[src/rtl/simple_bus.sv]
// Single-cycle address-decoded interconnect: fixed-priority host arbitration, base/mask device decode,
// response routed back one cycle later. Define BUS_DECODE_ERR_EN to flag unmapped accesses with err=1.
module simple_bus #(
    parameter int NrDevices    = 1,
    parameter int NrHosts      = 1,
    parameter int DataWidth    = 32,
    parameter int AddressWidth = 32
) (
    input  logic                      clk_i,
    input  logic                      rst_ni,

    input  logic                      host_req_i    [NrHosts],
    output logic                      host_gnt_o    [NrHosts],
    input  logic [AddressWidth-1:0]   host_addr_i   [NrHosts],
    input  logic                      host_we_i     [NrHosts],
    input  logic [DataWidth/8-1:0]    host_be_i     [NrHosts],
    input  logic [DataWidth-1:0]      host_wdata_i  [NrHosts],
    output logic                      host_rvalid_o [NrHosts],
    output logic [DataWidth-1:0]      host_rdata_o  [NrHosts],
    output logic                      host_err_o    [NrHosts],

    output logic                      device_req_o    [NrDevices],
    output logic [AddressWidth-1:0]   device_addr_o   [NrDevices],
    output logic                      device_we_o     [NrDevices],
    output logic [DataWidth/8-1:0]    device_be_o     [NrDevices],
    output logic [DataWidth-1:0]      device_wdata_o  [NrDevices],
    input  logic                      device_rvalid_i [NrDevices],
    input  logic [DataWidth-1:0]      device_rdata_i  [NrDevices],
    input  logic                      device_err_i    [NrDevices],

    input  logic [AddressWidth-1:0]   cfg_device_addr_base [NrDevices],
    input  logic [AddressWidth-1:0]   cfg_device_addr_mask [NrDevices]
);

    localparam int HostIdxW = (NrHosts   > 1) ? $clog2(NrHosts)   : 1;
    localparam int DevIdxW  = (NrDevices > 1) ? $clog2(NrDevices) : 1;
    localparam int BeW      = DataWidth / 8;

`ifdef BUS_DECODE_ERR_EN
    localparam logic DecodeErr = 1'b1;
`else
    localparam logic DecodeErr = 1'b0;
`endif

    logic                    w_host_any;
    logic [HostIdxW-1:0]     w_host_idx;
    logic [AddressWidth-1:0] w_addr;
    logic                    w_we;
    logic [BeW-1:0]          w_be;
    logic [DataWidth-1:0]    w_wdata;
    logic                    w_dev_hit;
    logic [DevIdxW-1:0]      w_dev_idx;

    logic                    r_vld_p1;
    logic                    r_miss_p1;
    logic [HostIdxW-1:0]     r_host_idx_p1;
    logic [DevIdxW-1:0]      r_dev_idx_p1;

    logic                    w_rsp_rvalid;
    logic [DataWidth-1:0]    w_rsp_rdata;
    logic                    w_rsp_err;

    // ---- stage p0: arbitration, decode and request forwarding (combinational) ----
    // Descending scan: the last hit written is the lowest requesting index.
    always_comb begin
        w_host_any = 1'b0;
        w_host_idx = '0;
        for (int h = NrHosts - 1; h >= 0; h--) begin
            if (host_req_i[h]) begin
                w_host_any = 1'b1;
                w_host_idx = HostIdxW'(h);
            end
        end
    end

    always_comb begin
        w_addr  = '0;
        w_we    = 1'b0;
        w_be    = '0;
        w_wdata = '0;
        for (int h = 0; h < NrHosts; h++) begin
            if (w_host_idx == HostIdxW'(h)) begin
                w_addr  = host_addr_i[h];
                w_we    = host_we_i[h];
                w_be    = host_be_i[h];
                w_wdata = host_wdata_i[h];
            end
        end
    end

    // Overlapping windows resolve to the lower device index.
    always_comb begin
        w_dev_hit = 1'b0;
        w_dev_idx = '0;
        for (int d = NrDevices - 1; d >= 0; d--) begin
            if ((w_addr & cfg_device_addr_mask[d]) == cfg_device_addr_base[d]) begin
                w_dev_hit = 1'b1;
                w_dev_idx = DevIdxW'(d);
            end
        end
    end

    always_comb begin
        for (int h = 0; h < NrHosts; h++) begin
            host_gnt_o[h] = w_host_any && (w_host_idx == HostIdxW'(h));
        end
    end

    always_comb begin
        for (int d = 0; d < NrDevices; d++) begin
            device_req_o[d]   = w_host_any && w_dev_hit && (w_dev_idx == DevIdxW'(d));
            device_addr_o[d]  = w_addr;
            device_we_o[d]    = w_we;
            device_be_o[d]    = w_be;
            device_wdata_o[d] = w_wdata;
        end
    end

    // ---- stage p1: response-routing registers ----
    always_ff @(posedge clk_i or negedge rst_ni) begin
        if (!rst_ni) begin
            r_vld_p1      <= 1'b0;
            r_miss_p1     <= 1'b0;
            r_host_idx_p1 <= '0;
            r_dev_idx_p1  <= '0;
        end else begin
            r_vld_p1 <= w_host_any;
            if (w_host_any) begin
                r_miss_p1     <= !w_dev_hit;
                r_host_idx_p1 <= w_host_idx;
                r_dev_idx_p1  <= w_dev_idx;
            end
        end
    end

    // A decode miss completes on its own; otherwise the selected device answers.
    always_comb begin
        w_rsp_rvalid = 1'b0;
        w_rsp_rdata  = '0;
        w_rsp_err    = 1'b0;
        if (r_miss_p1) begin
            w_rsp_rvalid = 1'b1;
            w_rsp_err    = DecodeErr;
        end else begin
            for (int d = 0; d < NrDevices; d++) begin
                if (r_dev_idx_p1 == DevIdxW'(d)) begin
                    w_rsp_rvalid = device_rvalid_i[d];
                    w_rsp_rdata  = device_rdata_i[d];
                    w_rsp_err    = device_err_i[d];
                end
            end
        end
    end

    always_comb begin
        for (int h = 0; h < NrHosts; h++) begin
            if (r_vld_p1 && (r_host_idx_p1 == HostIdxW'(h))) begin
                host_rvalid_o[h] = w_rsp_rvalid;
                host_rdata_o[h]  = w_rsp_rdata;
                host_err_o[h]    = w_rsp_err;
            end else begin
                host_rvalid_o[h] = 1'b0;
                host_rdata_o[h]  = '0;
                host_err_o[h]    = 1'b0;
            end
        end
    end

endmodule

[config.mk]
export PLATFORM = sky130hd
export DESIGN_NAME = simple_bus
export DESIGN_NICKNAME = d
export VERILOG_FILES = /design/src/rtl/simple_bus.sv
export SDC_FILE = /design/constraint.sdc
export NUM_CORES = 1
export LEC_CHECK = 0
export ABC_AREA = 1
export BUFFER_PORTS_ARGS = -buffer_cell sky130_fd_sc_hd__clkbuf_2
export CORE_AREA = 2 2 105 107
export CTS_BUF_LIST = sky130_fd_sc_hd__clkbuf_8
export CTS_CLUSTER_SIZE = 12
export DETAILED_ROUTE_END_ITERATION = 12
export DIE_AREA = 0 0 107 109
export MAX_ROUTING_LAYER = met4
export PLACE_DENSITY = 0.57
export SETUP_SLACK_MARGIN = 0.02
export SYNTH_ARGS = -nofsm -noshare
export SYNTH_HDL_FRONTEND = slang
export SYNTH_SLANG_ARGS = --single-unit
[constraint.sdc]
create_clock -name clk_i -period 1.8 [get_ports clk_i]
set_input_delay 0.09 -clock clk_i [delete_from_list [all_inputs] [get_ports clk_i]]
set_output_delay 0.09 -clock clk_i [all_outputs]
set_load 0.02 [all_outputs]
### Word-level counts from Yosys, hierarchy flattened

Index checks and enable logic that the tools add are counted.

* equal/unequal tests: 1
* add/subtract/negate cells: 0
* divide/modulo/power cells: 0
* multiply operators: 0
* order comparisons: 0
* bitwise logic cells: 1
* muxes and demuxes: 8
* shift operators: 0
* reduce and logical (&&, ||, !) cells: 2

Operators with widths (count)
* $mux 32: 2
* $and 32x32->32: 1
* $eq 32x32->1: 1
* $mux 1: 6
* $logic_and 1x1->1: 1
* $logic_not 1->1: 1

* bits in read-only memories: 0
* memories kept: 0
* latch bits: 0
* memory bits (writable): 0
* logic and storage cells: 14
* output and inout port bits: 105
* register bits: 2

### Longest topological paths before layout

* depth in word-level cells: 4
* depth in mapped cells: 9
* gate-level depth less buffers: 9

### Worst setup path before layout

No wires, ideal clock.

* path type: register -> output
* start: reg r_miss_p1
* end: out host_rdata_o[0] (netlist name)
* cell stages (with the launch flop): 5
* required time: 1.710 ns
* slack: 0.736 ns
* data arrival time: 0.974 ns
* path buffers: 1
* cell sequence: dfrtp_1 > inv_1 > nand2_1 > buf_2 > nor2_1

RTL lines
* start, declared: RTL line 55 `logic r_miss_p1;`
* start signal, assigned: RTL line 129 `r_miss_p1 <= !w_dev_hit;`
* end, declared: RTL line 19 `output logic [DataWidth-1:0] host_rdata_o [NrHosts],`

==> results.txt <==
- Sequential-to-total area share from yosys stat: 3.35%
* Hold crit path type: primary input to flop
- After routing the design area is 2190 um2.
- Ordered cell list for the critical path: inv_1, nand2_1, buf_4, nor2_1, clkbuf_2
- Clock latency on the worst-skew pair, taken at its later pin, is 0.21 ns.
- Setup violations remaining at the end of the flow were counted as 0.
- Fill cells in the final layout number 1,267.
- The global routing stage identified its most utilized layer as met2.
* Port buffer count: 200
* Critical path required time: about 1.7 ns
- The worst setup path is launched from a flop.
* Headroom to the max-slew limit: between 70% and 80%
- Met1 GRT Util: under 10%
- Counting I/O delays and the setup requirement, the final critical path takes ~1.3 ns.
- The largest single stage delay on the critical path is 0.38 ns.
- Synth Register Bits: 2
- The routed design has roughly 5400 um of wire.
- Overall die area: 11,700 um2
* Global Route Usage Sum: 8.63%
- In the final layout, the share of cells above drive strength 1 is 48.6%.
- For the pin with the worst max-slew slack, the measured transition is 0.306 ns.
* Final Hold Vio Count: 0
- Relative to the synthesized area, the layout overhead comes to 46.4%.
* Routed Antenna Nets: 0
- For this block, the initial DRC count from the detailed router was 43.
- STA classifies the critical path endpoint as an output port.
- Clk sinks: 2
- Clock-pin slew on the worst setup and hold paths: 0.03 ns
* Maximum number of pins on one net before global-route repair: 34
- Via total after detailed routing: 1,986
* Max-slew violation total from the final report: 0
- DRT Pass-1 Iters: 4
- During synthesis, Yosys emitted a total of 0 warnings.
- The floorplan step set the die width to 107 um.
- Global routing consumed, on the met2 layer, 18.0% of the routing resources.
- In this run the power density over the cells is 276 nW/um2.
* Die span in y: 109 um
- Wire length of the first global-routing pass: 7440 um
- Cell area after synthesis: 1500 um2
- Counting along the longest clock path gives a buffer depth of 2.
- After floorplanning, the core was divided into 38 placement rows.
* Maximum VDD drop: 0.123 mV
- After detailed routing, the average wire length per cell comes to ~9.7 um.
* Clock Root Buffer: sky130_fd_sc_hd__clkbuf_8
* Syn nets: 460
- Grt total ovfl: 0
* Post-synthesis instance total: 290
* Outcome: finished clean
* Maxcap violations: 0
- Number of antenna diodes: 0
- For met3 alone, demand over resource in global routing was ~2.5%.
- Worst clock skew on the final layout: 0 ns
- Biggest fanout along the worst timing path: 33
- The number of antenna violations at the first check in global routing came to 0.
- For this design the top-level I/O count stands at 275.
- Arrival time of data at the critical path endpoint: 1.25 ns
* Total leakage power: 0.00155 uW
* Detail Placement HPWL: 5270 um
- CTS built an H-tree with a depth of 1.
- The netlist uses 15 different library cells.
- TritonCTS clock tree: built
- Starting Density: 14.1%
* Placed Area: 2140 um2
* Residual DRC count: 0
* Final estimated routing congestion in global placement: 0.720
* Placeable core region: 10,600 um2
- Unrepaired setup endpoints after global routing: false
- Post-CTS timing repair inserted 0 buffers for setup.
- Final nets: 594
- Sum of negative setup slack: 0 ns
* Period Utilization, post-route: 74.3%
- On the critical path, the stage with the largest delay is an instance of sky130_fd_sc_hd__dfrtp_1.
* Average via count per standard cell: 3.53
- Dividing the synthesized area by the synthesized cell count gives 5.16 um2.
* Number of CTS-inserted buffers: 3
* Highest clock frequency the design can meet: 748 MHz
- Number of global-route vias before repair: between 1,500 and 2,000
- Category of the critical setup timing path: flop to output port
worst paths after layout:
check	cells after the start	start	end	slack, ns
max in group asynchronous	2	rst_ni	r_miss_p1	1.50
min in group asynchronous	2	rst_ni	r_vld_p1	0.20
max	5	r_miss_p1	host_rdata_o[24]	0.46
max reg2reg	2	r_miss_p1	r_miss_p1	1.15
min reg2reg	2	r_miss_p1	r_miss_p1	0.54
min	1	host_req_i	r_vld_p1	0.04
state kept, by name (all words and copies together) (netlist names):
| register | cells |
|---|---|
| r_miss_p1 | 1 |
| r_vld_p1 | 1 |
Yosys cell counts (all sizes together):
library cell  count  area, um2
buf              73        541
dfrtp             2       50.1
inv              48        180
nand2            80        300
nand3            16       80.1
nand3b            2       15.0
nor2             52        198
o211ai            1       7.51
o21a              1       7.51
o21ai             4       20.0
xnor2             1       8.76
xor2             10       87.6
metal layers:
layer  vias to the layer above  wire [um]
met5                         -          0
met4                         0         49
met3                         4        752
met2                       162       2950
met1                       771       1680
li1                       1049          -
worst max-delay path: cells and delay by family, from the launching register on:
| kind | cells | cell delay, ns |
|---|---|---|
| buffers and inverters | 3 | 0.47 |
| DFF | 1 | 0.38 |
| and+or+nand+nor | 2 | 0.19 |
layout by cell type, fill, tap and decap left out, drive strengths merged:
cell and instances:
o21a 1, inv 48, o211ai 1, dfrtp 2
dlygate4sd3 1, nor2 52, nand3b 2, o21ai 4
xor2 10, clkbuf 203, nand3 16, nand2 80
xnor2 1, buf 1
stage by stage:
step           instances  total power (uW)  utilization (%)  setup WS, ns  hold slack, ns
3_5_place_dp         558               440             20.2         0.484          -0.120
3_3_place_gp         558               437             20.2         0.493          -0.120
5_1_grt              562               667             20.7         0.410          0.0430
4_1_cts              562               623             20.7         0.433          0.0415
2_1_floorplan        290               381                -         0.736          -0.206
6_report             562               605             20.7         0.463          0.0427
area by class of cell:
| type | count | area, um2 | share of cell area, % |
|---|---|---|---|
| Timing Repair Buffer | 202 | 1020 | 46.5 |
| Inverter | 48 | 180 | 8.23 |
| Multi-Input combinational cell | 167 | 724 | 33.1 |
| Tap cell | 140 | 175 | 8.00 |
| Sequential cell | 2 | 50.0 | 2.29 |
| Clock buffer | 3 | 41.3 | 1.89 |
repair_timing:
action	CTS	global route
endpoints found under the hold margin	2	0
gates resized for setup	0	0
hold buffers	1	0
logic make-up (layout without fill, tap and decap cells):
family                 Yosys count  count (layout)  share of synthesized area, %
AO/OA/AOI/OAI                    6               6                          2.34
XOR/XNOR                        11              11                          6.44
buffers and inverters          121             253                          48.2
flip-flops                       2               2                          3.35
AND/OR/NAND/NOR                150             150                          39.7
report_power, final:
group | switching, uW | total (uW) | internal, uW
Sequential | 0.503 | 47.0 | 46.5
Combinational | 202 | 384 | 182
Clock | 33.1 | 174 | 141
Total | 236 | 605 | 370
Note: power is estimated with default switching activity, not from simulation.
